$ cat config.mk
export PLATFORM = sky130hd
export DESIGN_NAME = eth_tx_frame_arbiter_flat
export DESIGN_NICKNAME = d
export VERILOG_FILES = /design/src/rtl/eth_tx_frame_arbiter_pkg.sv /design/src/rtl/eth_tx_frame_arbiter_if.sv /design/src/rtl/eth_tx_frame_arbiter_picker.sv /design/src/rtl/eth_tx_frame_arbiter.sv /design/src/flat_wrapper.sv
export SDC_FILE = /design/constraint.sdc
export NUM_CORES = 1
export LEC_CHECK = 0
export CAP_MARGIN = 20
export CORE_AREA = 2 2 86 88
export DETAILED_ROUTE_END_ITERATION = 7
export DIE_AREA = 0 0 88 90
export DONT_BUFFER_PORTS = 1
export PLACE_DENSITY = 0.75
export SYNTH_ARGS = -nofsm -noshare
export SYNTH_HDL_FRONTEND = slang
export SYNTH_SLANG_ARGS = --single-unit
$ cat constraint.sdc
create_clock -name axi_tclk -period 2.9 [get_ports axi_tclk]
set_input_delay 0.58 -clock axi_tclk [delete_from_list [all_inputs] [get_ports axi_tclk]]
set_output_delay 0.58 -clock axi_tclk [all_outputs]
set_load 0.03 [all_outputs]
$ cat src/rtl/eth_tx_frame_arbiter_pkg.sv
// Shared types and constants for the Ethernet TX frame arbiter.
// Covers the arbiter FSM states, the source index map and the Ethernet framing limits.
package eth_tx_pkg;

  typedef enum logic [1:0] {
    ST_IDLE  = 2'd0,
    ST_PASS  = 2'd1,
    ST_DRAIN = 2'd2,
    ST_GAP   = 2'd3
  } arb_state_t;

  localparam int SRC_ADC    = 0;
  localparam int SRC_LOOP   = 1;
  localparam int SRC_PATGEN = 2;

  localparam int ETH_MAX_FRAME = 1522;
  localparam int ETH_IFG_BYTES = 12;

  // Index width that stays at least one bit even for a single source.
  function automatic int idx_width(input int n);
    return (n > 1) ? $clog2(n) : 1;
  endfunction

endpackage

$ cat src/rtl/eth_tx_frame_arbiter_if.sv
// Bundles the per-source AXI-Stream inputs and the single master output of the arbiter.
// slave = arbiter side (sinks sources, drives TX); master = the sources plus the TX path.
interface eth_tx_frame_arbiter_if #(
  parameter int NUM_SRC    = 3,
  parameter int DATA_WIDTH = 8
);
  logic [NUM_SRC*DATA_WIDTH-1:0] s_axis_tdata;
  logic [NUM_SRC-1:0]            s_axis_tvalid;
  logic [NUM_SRC-1:0]            s_axis_tlast;
  logic [NUM_SRC-1:0]            s_axis_tready;
  logic [DATA_WIDTH-1:0]         m_axis_tdata;
  logic                          m_axis_tvalid;
  logic                          m_axis_tlast;
  logic                          m_axis_tready;

  modport slave (
    input  s_axis_tdata, s_axis_tvalid, s_axis_tlast, m_axis_tready,
    output s_axis_tready, m_axis_tdata, m_axis_tvalid, m_axis_tlast
  );

  modport master (
    output s_axis_tdata, s_axis_tvalid, s_axis_tlast, m_axis_tready,
    input  s_axis_tready, m_axis_tdata, m_axis_tvalid, m_axis_tlast
  );
endinterface

$ cat src/rtl/eth_tx_frame_arbiter_picker.sv
// Combinational round-robin pick with optional absolute priority for the ADC source.
// The search starts one past the last grant and wraps, so every requester is reached.
module rr_priority_picker
  import eth_tx_pkg::*;
#(
  parameter int  NUM_SRC = 3,
  parameter bit  PRIO_EN = 1'b1,
  localparam int GW      = idx_width(NUM_SRC)
) (
  input  logic [NUM_SRC-1:0] i_req,
  input  logic [GW-1:0]      i_last_grant,
  output logic [NUM_SRC-1:0] o_onehot,
  output logic [GW-1:0]      o_index,
  output logic               o_valid
);
  logic          w_found;
  logic [GW-1:0] w_cand;

  always_comb begin
    o_valid = |i_req;
    o_index = '0;
    w_found = 1'b0;
    w_cand  = '0;
    for (int k = 1; k <= NUM_SRC; k++) begin
      w_cand = GW'((int'(i_last_grant) + k) % NUM_SRC);
      if (!w_found && i_req[w_cand]) begin
        w_found = 1'b1;
        o_index = w_cand;
      end
    end
    if (PRIO_EN && i_req[SRC_ADC]) begin
      o_index = GW'(SRC_ADC);
    end
  end

  for (genvar gi = 0; gi < NUM_SRC; gi++) begin : g_onehot
    assign o_onehot[gi] = o_valid && (o_index == GW'(gi));
  end
endmodule

$ cat src/rtl/eth_tx_frame_arbiter.sv
// Frame-atomic arbiter sharing one AXI-Stream TX path between several frame sources.
// Whole frames are granted; overlong frames are cut and their tail drained, then a gap follows.
module eth_tx_frame_arbiter
  import eth_tx_pkg::*;
#(
  parameter int          NUM_SRC       = 3,
  parameter int          DATA_WIDTH    = 8,
  parameter logic [15:0] MAX_FRAME_LEN = 16'(ETH_MAX_FRAME),
  parameter int          GAP_CYCLES    = ETH_IFG_BYTES,
  parameter bit          PRIO_EN       = 1'b1,
  localparam int         GW            = idx_width(NUM_SRC)
) (
  input  logic                  axi_tclk,
  input  logic                  axi_tresetn,
  input  logic [NUM_SRC-1:0]    src_enable,
  eth_tx_frame_arbiter_if.slave axis,
  output logic [GW-1:0]         grant_id,
  output logic                  busy,
  output logic                  overlong_pulse,
  output logic [15:0]           frame_count
);
  arb_state_t            r_state, w_state_next;
  logic [GW-1:0]         r_grant, w_grant_next;
  logic [GW-1:0]         r_last_grant, w_last_grant_next;
  logic [NUM_SRC-1:0]    r_grant_oh, w_grant_oh_next;
  logic [15:0]           r_beat_cnt, w_beat_cnt_next;
  logic [15:0]           r_gap_cnt, w_gap_cnt_next;
  logic [15:0]           r_frame_cnt, w_frame_cnt_next;
  logic                  r_overlong, w_overlong_next;

  logic [NUM_SRC-1:0]    w_req, w_pick_oh;
  logic [GW-1:0]         w_pick_idx;
  logic                  w_pick_valid;
  logic [DATA_WIDTH-1:0] w_src_tdata [NUM_SRC];
  logic [DATA_WIDTH-1:0] w_sel_tdata;
  logic                  w_sel_valid, w_sel_last, w_force_last;

  assign w_req = axis.s_axis_tvalid & src_enable;

  rr_priority_picker #(
    .NUM_SRC (NUM_SRC),
    .PRIO_EN (PRIO_EN)
  ) u_picker (
    .i_req        (w_req),
    .i_last_grant (r_last_grant),
    .o_onehot     (w_pick_oh),
    .o_index      (w_pick_idx),
    .o_valid      (w_pick_valid)
  );

  for (genvar gi = 0; gi < NUM_SRC; gi++) begin : g_src
    assign w_src_tdata[gi] = axis.s_axis_tdata[gi*DATA_WIDTH +: DATA_WIDTH];
  end

  // AND-OR mux on the registered one-hot keeps the zero-latency data path shallow.
  always_comb begin
    w_sel_tdata = '0;
    for (int k = 0; k < NUM_SRC; k++) begin
      w_sel_tdata = w_sel_tdata | ({DATA_WIDTH{r_grant_oh[k]}} & w_src_tdata[k]);
    end
  end

  assign w_sel_valid  = |(axis.s_axis_tvalid & r_grant_oh);
  assign w_sel_last   = |(axis.s_axis_tlast & r_grant_oh);
  assign w_force_last = (r_beat_cnt == MAX_FRAME_LEN - 16'd1);

  always_comb begin
    w_state_next       = r_state;
    w_grant_next       = r_grant;
    w_last_grant_next  = r_last_grant;
    w_grant_oh_next    = r_grant_oh;
    w_beat_cnt_next    = r_beat_cnt;
    w_gap_cnt_next     = r_gap_cnt;
    w_frame_cnt_next   = r_frame_cnt;
    w_overlong_next    = 1'b0;
    axis.s_axis_tready = '0;
    axis.m_axis_tdata  = '0;
    axis.m_axis_tvalid = 1'b0;
    axis.m_axis_tlast  = 1'b0;
    case (r_state)
      ST_IDLE: begin
        if (w_pick_valid) begin
          w_grant_next      = w_pick_idx;
          w_last_grant_next = w_pick_idx;
          w_grant_oh_next   = w_pick_oh;
          w_beat_cnt_next   = '0;
          w_state_next      = ST_PASS;
        end
      end
      ST_PASS: begin
        axis.m_axis_tvalid = w_sel_valid;
        axis.m_axis_tdata  = w_sel_tdata;
        axis.m_axis_tlast  = w_sel_last | w_force_last;
        axis.s_axis_tready = r_grant_oh & {NUM_SRC{axis.m_axis_tready}};
        if (w_sel_valid && axis.m_axis_tready) begin
          w_beat_cnt_next = r_beat_cnt + 16'd1;
          if (w_sel_last) begin
            w_frame_cnt_next = r_frame_cnt + 16'd1;
            w_gap_cnt_next   = '0;
            w_state_next     = ST_GAP;
          end else if (w_force_last) begin
            w_frame_cnt_next = r_frame_cnt + 16'd1;
            w_overlong_next  = 1'b1;
            w_state_next     = ST_DRAIN;
          end
        end
      end
      ST_DRAIN: begin
        axis.s_axis_tready = r_grant_oh;
        if (w_sel_valid && w_sel_last) begin
          w_gap_cnt_next = '0;
          w_state_next   = ST_GAP;
        end
      end
      ST_GAP: begin
        w_gap_cnt_next = r_gap_cnt + 16'd1;
        if (r_gap_cnt == 16'(GAP_CYCLES - 1)) begin
          w_state_next = ST_IDLE;
        end
      end
      default: w_state_next = ST_IDLE;
    endcase
  end

  // Last grant starts at the top index so the first search lands on source 0.
  always_ff @(posedge axi_tclk or negedge axi_tresetn) begin
    if (!axi_tresetn) begin
      r_state      <= ST_IDLE;
      r_grant      <= '0;
      r_last_grant <= GW'(NUM_SRC - 1);
      r_grant_oh   <= '0;
      r_beat_cnt   <= '0;
      r_gap_cnt    <= '0;
      r_frame_cnt  <= '0;
      r_overlong   <= 1'b0;
    end else begin
      r_state      <= w_state_next;
      r_grant      <= w_grant_next;
      r_last_grant <= w_last_grant_next;
      r_grant_oh   <= w_grant_oh_next;
      r_beat_cnt   <= w_beat_cnt_next;
      r_gap_cnt    <= w_gap_cnt_next;
      r_frame_cnt  <= w_frame_cnt_next;
      r_overlong   <= w_overlong_next;
    end
  end

  assign grant_id       = r_grant;
  assign busy           = (r_state == ST_PASS) || (r_state == ST_DRAIN);
  assign overlong_pulse = r_overlong;
  assign frame_count    = r_frame_cnt;
endmodule

$ cat src/flat_wrapper.sv
// flat-port wrapper written by rule: the top's interface ports become plain ports
module eth_tx_frame_arbiter_flat import eth_tx_pkg::*;
#(
  parameter int          NUM_SRC       = 3,
  parameter int          DATA_WIDTH    = 8,
  parameter logic [15:0] MAX_FRAME_LEN = 16'(ETH_MAX_FRAME),
  parameter int          GAP_CYCLES    = ETH_IFG_BYTES,
  parameter bit          PRIO_EN       = 1'b1,
  localparam int         GW            = idx_width(NUM_SRC)
)
  (axi_tclk, axi_tresetn, src_enable, grant_id, busy, overlong_pulse, frame_count, axis_s_axis_tdata, axis_s_axis_tvalid, axis_s_axis_tlast, axis_m_axis_tready, axis_s_axis_tready, axis_m_axis_tdata, axis_m_axis_tvalid, axis_m_axis_tlast);
  eth_tx_frame_arbiter_if #(.NUM_SRC(NUM_SRC), .DATA_WIDTH(DATA_WIDTH)) axis_i ();
  input  logic axi_tclk;
  input  logic axi_tresetn;
  input  logic [NUM_SRC-1:0] src_enable;
  output logic [GW-1:0] grant_id;
  output logic busy;
  output logic overlong_pulse;
  output logic [15:0] frame_count;
  input wire logic [$bits(axis_i.s_axis_tdata)-1:0] axis_s_axis_tdata;
  input wire logic [$bits(axis_i.s_axis_tvalid)-1:0] axis_s_axis_tvalid;
  input wire logic [$bits(axis_i.s_axis_tlast)-1:0] axis_s_axis_tlast;
  input wire logic [$bits(axis_i.m_axis_tready)-1:0] axis_m_axis_tready;
  output wire logic [$bits(axis_i.s_axis_tready)-1:0] axis_s_axis_tready;
  output wire logic [$bits(axis_i.m_axis_tdata)-1:0] axis_m_axis_tdata;
  output wire logic [$bits(axis_i.m_axis_tvalid)-1:0] axis_m_axis_tvalid;
  output wire logic [$bits(axis_i.m_axis_tlast)-1:0] axis_m_axis_tlast;
  assign axis_i.s_axis_tdata = axis_s_axis_tdata;
  assign axis_i.s_axis_tvalid = axis_s_axis_tvalid;
  assign axis_i.s_axis_tlast = axis_s_axis_tlast;
  assign axis_i.m_axis_tready = axis_m_axis_tready;
  assign axis_s_axis_tready = axis_i.s_axis_tready;
  assign axis_m_axis_tdata = axis_i.m_axis_tdata;
  assign axis_m_axis_tvalid = axis_i.m_axis_tvalid;
  assign axis_m_axis_tlast = axis_i.m_axis_tlast;
  eth_tx_frame_arbiter #(.NUM_SRC(NUM_SRC), .DATA_WIDTH(DATA_WIDTH), .MAX_FRAME_LEN(MAX_FRAME_LEN), .GAP_CYCLES(GAP_CYCLES), .PRIO_EN(PRIO_EN)) u_core (.axi_tclk(axi_tclk), .axi_tresetn(axi_tresetn), .src_enable(src_enable), .axis(axis_i), .grant_id(grant_id), .busy(busy), .overlong_pulse(overlong_pulse), .frame_count(frame_count));
endmodule
After elaboration in Yosys (flattened, before gate mapping)
Cells that the tools add are included.

cells by class
  add/sub/neg operators = 6
  div/mod/pow operators = 3
  $lt $le $gt $ge = 3
  equal/unequal tests = 13
  muxes and demuxes = 36
  bitwise gates (word level) = 10
  reductions and logical operators = 23

operators with widths
  kind                     count
  $mux W16                 7
  $mod A32 B3 Y32 const B  3
  $add A16 B1 Y16 const B  3
  $pmux W16 S3             1
  $pmux W16 S2             1
  $and A8 B8 Y8            3
  $mux W2                  10
  $eq A16 B11 Y1 const B   1
  $eq A16 B4 Y1 const B    1
  $or A8 B8 Y8             2
  $and A3 B3 Y3            4
  $mux W1                  11
  $lt A2 B3 Y1 const B     3
  $reduce_or A3 Y1         3
  $mux W8                  1
  $ne A2 B1 Y1 const B     4
  $pmux W2 S4              1
  $logic_and A1 B1 Y1      7
  $add A2 B2 Y3 const B    2
  $bmux W1 S2              3
  $eq A2 B2 Y1 const B     3
  $pmux W3 S2              1
  $reduce_and A3 Y1        2
  $reduce_and A5 Y1        1
  12 further kinds         16

storage, ports and cells
  flip-flop bits (word level) = 58
  input bits = 36
  output and inout port bits = 33
  word-level logic and storage cells = 102

Longest topological paths before layout
  word-level depth = 14
  mapped depth = 8
  mapped depth without buffers = 7

Cells and area by module
From an unflattened synthesis, not the netlist that was laid out.

second synthesis, totals
  cells, all modules = 374
  area, all modules = 3,527.1 µm²

by module, submodules not included
  module                times used  cells each  area an instance (µm²)  seq. area each (µm²)
  eth_tx_frame_arbiter  1           353         3,382.0                 1,427.6
  rr_priority_picker    1           21          145.1                   0.0

Worst setup path before layout
OpenSTA, ideal clock, no wires.

  kind = input port to output port
  start point = in axis_s_axis_tvalid[0]
  end point = out axis_m_axis_tvalid
  arrival time = 1,638 ps
  required time = 2,320 ps
  setup slack = 682 ps
  cell stages on the path = 2
  path buffers = 0
  cells stage by stage = a222oi_1 -> and2b_2

on the way
  cells in the longest elaborated chain, start to end = 3

RTL lines
  what              line                        source
  start, declared   flat_wrapper.sv:21          input wire logic [$bits(axis_i.s_axis_tvalid)-1:0] axis_s_axis_tvalid;
  $and A3 B3 Y3     eth_tx_frame_arbiter.sv:63  assign w_sel_valid = |(axis.s_axis_tvalid & r_grant_oh);
  $reduce_or A3 Y1  eth_tx_frame_arbiter.sv:63
  $mux W1           eth_tx_frame_arbiter.sv:80  case (r_state)
  end, declared     flat_wrapper.sv:26          output wire logic [$bits(axis_i.m_axis_tvalid)-1:0] axis_m_axis_tvalid;

Every way passes these cells.

Worst setup path after layout
  start point = reg u_core.r_grant_oh[0]
  end point = out axis_m_axis_tlast

on the way
  cells in the longest elaborated chain, start to end = 4

RTL lines
  what                    line                         source
  start, declared         eth_tx_frame_arbiter.sv:25   logic [NUM_SRC-1:0] r_grant_oh, w_grant_oh_next;
  start signal, assigned  eth_tx_frame_arbiter.sv:140  r_grant_oh <= w_grant_oh_next;
  $and A3 B3 Y3           eth_tx_frame_arbiter.sv:64   assign w_sel_last = |(axis.s_axis_tlast & r_grant_oh);
  $reduce_or A3 Y1        eth_tx_frame_arbiter.sv:64
  $or A1 B1 Y1            eth_tx_frame_arbiter.sv:93   axis.m_axis_tlast = w_sel_last | w_force_last;
  $mux W1                 eth_tx_frame_arbiter.sv:80
  end, declared           flat_wrapper.sv:27           output wire logic [$bits(axis_i.m_axis_tlast)-1:0] axis_m_axis_tlast;

Every way passes these cells.

==> flow_summary.json <==
{
  "power_density_nw_per_um2": 869.7,
  "final_antenna_net_count": 0,
  "fmaxAchievable_ghz": 0.3837,
  "die_w_um": 88,
  "fillers": 635,
  "portBuffers": 0,
  "grt_pass1_wl_mm": 13.07,
  "cp_max_fo": 14,
  "synthTopCellsByArea": "dfrtp_1 41%, nand2_1 4.0%, ha_1 3.7%",
  "yosysMostFrequentCell": "dfrtp_1",
  "ys_ff_latch": 57,
  "start_kind": "flip-flop",
  "synthesis.area_um2": 3378,
  "grt_max_degree": 57,
  "ys_top_cells_by_count": "56 x dfrtp_1, 36 x nand2_1, 20 x nor2_1",
  "vias": 2783,
  "core_area_um2": 7020,
  "ios": 69,
  "drc": 0,
  "clock_latency_ns": 0.33,
  "viasPerCell": 6.050,
  "yosys_warnings": 0,
  "fin_crit_sh_pct": 89.86,
  "num_rows": 31,
  "place_inst": 443,
  "p_leak_uw": 0.001611,
  "antenna_found_initial": 0,
  "gp_congestion": 0.8888,
  "clockRootBuffer": "clkbuf_8",
  "worstSetupEndpointType": "output pin",
  "ctsHtreeMaxLevel": 3,
  "crit_arrival_ns": 2.03,
  "synth.top_cell.area_share_pct": 41.48,
  "die_y_um": 90,
  "fp.dieArea_um2": 7920,
  "rsz0062_at_grt": "false",
  "postCtsSetupBuffers": 0,
  "async_reset_ff_share_pct": 100.0,
  "drtPass1Iterations": 5,
  "grt_pass1_vias": 2826,
  "fin_crit_ns": 2.606,
  "initial_core_util_pct": 48.12,
  "cts_tree": "built",
  "slew_headroom_pct": 38.79,
  "track_usage_pct": 20.64,
  "drv_slew": 0,
  "setup_viol": 0,
  "drt-initial-drc-count": 234,
  "maxCapViolations": 0,
  "status": "finished, final reports clean",
  "critPathRequiredTime_ns": 2.32,
  "critical_path_class": "flip-flop to output pin",
  "grt.overflow.total": 0,
  "routedWlPerCell_um": 16.50,
  "final_nets": 402,
  "worstMarginPinSlew_ns": 0.9148,
  "vdd_ir_drop_max_uv": 373.1,
  "hold_class": "input port to async pin",
  "cts_inserted_buffers": 9,
  "yosysSeqAreaShare_pct": 42.26,
  "cts.sinks": 57,
  "antenna_cells": 0,
  "fin_cells": 460,
  "power.total_uw": 3226,
  "avgSynthCellArea_um2": 9.597,
  "fin_skew_ns": 0.009735,
  "synth_edf_count": 0,
  "hpwl_mm": 5.355,
  "finalHoldViolCount": 0,
  "postSynthCellCount": 352,
  "synthesis.nets": 398,
  "drive_gt1_share_pct": 11.36,
  "area_delta_synth_final_pct": 9.815,
  "fin_tns_setup_ns": 0,
  "yosys.area.top_type": "dfrtp_1",
  "drt_wl_total_mm": 7.590,
  "path_clk_slew_ns": 0.07,
  "synthFlopType": "dfrtp_1",
  "cts.path.max_buffers": 2,
  "yosysUniqueCellTypes": 66
}
-- report_power, final --
| part | total (uW) | switching [uW] | leakage (uW) | internal, uW |
|---|---|---|---|---|
| registers | 1110 | 209 | 0.000774 | 896 |
| clock network | 851 | 323 | 0.000115 | 528 |
| logic | 1270 | 837 | 0.000722 | 433 |
-- critical path, stage by stage (launching register included) --
cell	delay, ns
dfrtp_1	0.52
a22oi_1	0.33
nand2_1	0.22
nor2_1	0.35
nor2b_1	0.09
buf_4	0.18
-- metal layers --
layer	track usage (%)	up-vias	wire, um
met5	0	-	0
met3	6.244	8	603
met4	6.538	0	110
met2	33.40	124	3637
li1	-	1331	-
met1	26.20	1320	3239
-- layout by cell type (no fill, tap or decap), types with 2 or more instances in the layout --
cell type	instances
nor2_1	20
o31ai_1	8
and2_1	5
a22oi_1	2
nor4b_1	2
a21oi_2	2
nor4_1	4
nand2_1	36
xor2_1	11
xnor2_1	11
nand2b_1	5
or3_1	4
ha_1	10
a21boi_0	2
a21oi_1	13
nand4_1	9
o2111ai_1	3
inv_1	11
buf_4	4
or2_2	2
nor2_2	2
dfrtp_1	56
nor3_1	6
nand3_2	2
o211ai_1	4
and3_1	9
or4_1	9
o21ai_0	6
a222oi_1	11
nor4bb_1	2
clkbuf_8	11
bufinv_16	2
o21a_1	3
nor2b_1	10
and4_1	5
nand3_1	16
clkinv_2	2
a21o_1	3
o21ai_1	10
-- worst paths after layout --
path / cells after the start / from / to / slack [ns]
setup / recovery: 5 / u_core.r_grant_oh[0] / axis_m_axis_tlast / 0.29
hold / removal: 0 / axi_tresetn / u_core.r_last_grant[1] / 0.09
setup reg to reg: 5 / u_core.r_grant_oh[0] / u_core.r_gap_cnt[15] / 0.43
hold reg to reg: 1 / u_core.r_gap_cnt[0] / u_core.r_gap_cnt[0] / 0.53
max in group asynchronous: 1 / axi_tresetn / u_core.r_beat_cnt[5] / 2.55
min in group axi_tclk: 2 / src_enable[1] / u_core.r_grant_oh[1] / 0.46
-- repair_timing --
item / in CTS / in global routing
hold endpoints to repair: 56 / 0
gates resized for setup: 0 / 0
hold buffers: 1 / 0
-- flip-flops by register name (all words and copies together), names as in the netlist --
register,flops
u_core.frame_count,16
u_core.r_beat_cnt,16
u_core.r_gap_cnt,16
u_core.r_grant_oh,3
u_core.r_last_grant,2
u_core.r_state,2
u_core.grant_id,1
u_core.overlong_pulse,1
-- cell type report --
| type | count | area, um2 | area share [%] |
|---|---|---|---|
| Clock buffer | 11 | 151.4 | 4.081 |
| Clock inverter | 5 | 77.57 | 2.091 |
| Inverter | 11 | 41.29 | 1.113 |
| Multi-Input combinational cell | 272 | 1831 | 49.34 |
| Sequential cell | 57 | 1428 | 38.48 |
| Tap cell | 99 | 123.9 | 3.339 |
| Timing Repair Buffer | 5 | 57.56 | 1.551 |
-- per-stage QoR --
| stage | util, % | hold WS, ns | setup slack [ns] | cell area (um2) |
|---|---|---|---|---|
| after global routing | 52.84 | 0.06484 | 0.1385 | 3710 |
| after CTS | 52.84 | 0.07531 | 0.2831 | 3710 |
| after global placement | 49.19 | 0.2855 | 0.4777 | 3453 |
| after detailed placement | 49.19 | 0.2856 | 0.4770 | 3453 |
| final | 52.84 | 0.09178 | 0.2940 | 3710 |
| after floorplan | - | 0.2844 | 0.6824 | 3378 |
-- cells by family after synthesis --
logic type	Yosys count	synth area share [%]
xor gates and xnor gates	22	5.704
AOI/OAI and AO/OA	83	18.26
adders and majority gates	10	3.704
buffers and inverters	23	3.555
muxes	2	0.7776
and+or+nand+nor	155	25.74
DFF	57	42.26
No activity file was read; power rests on OpenSTA's default activity.
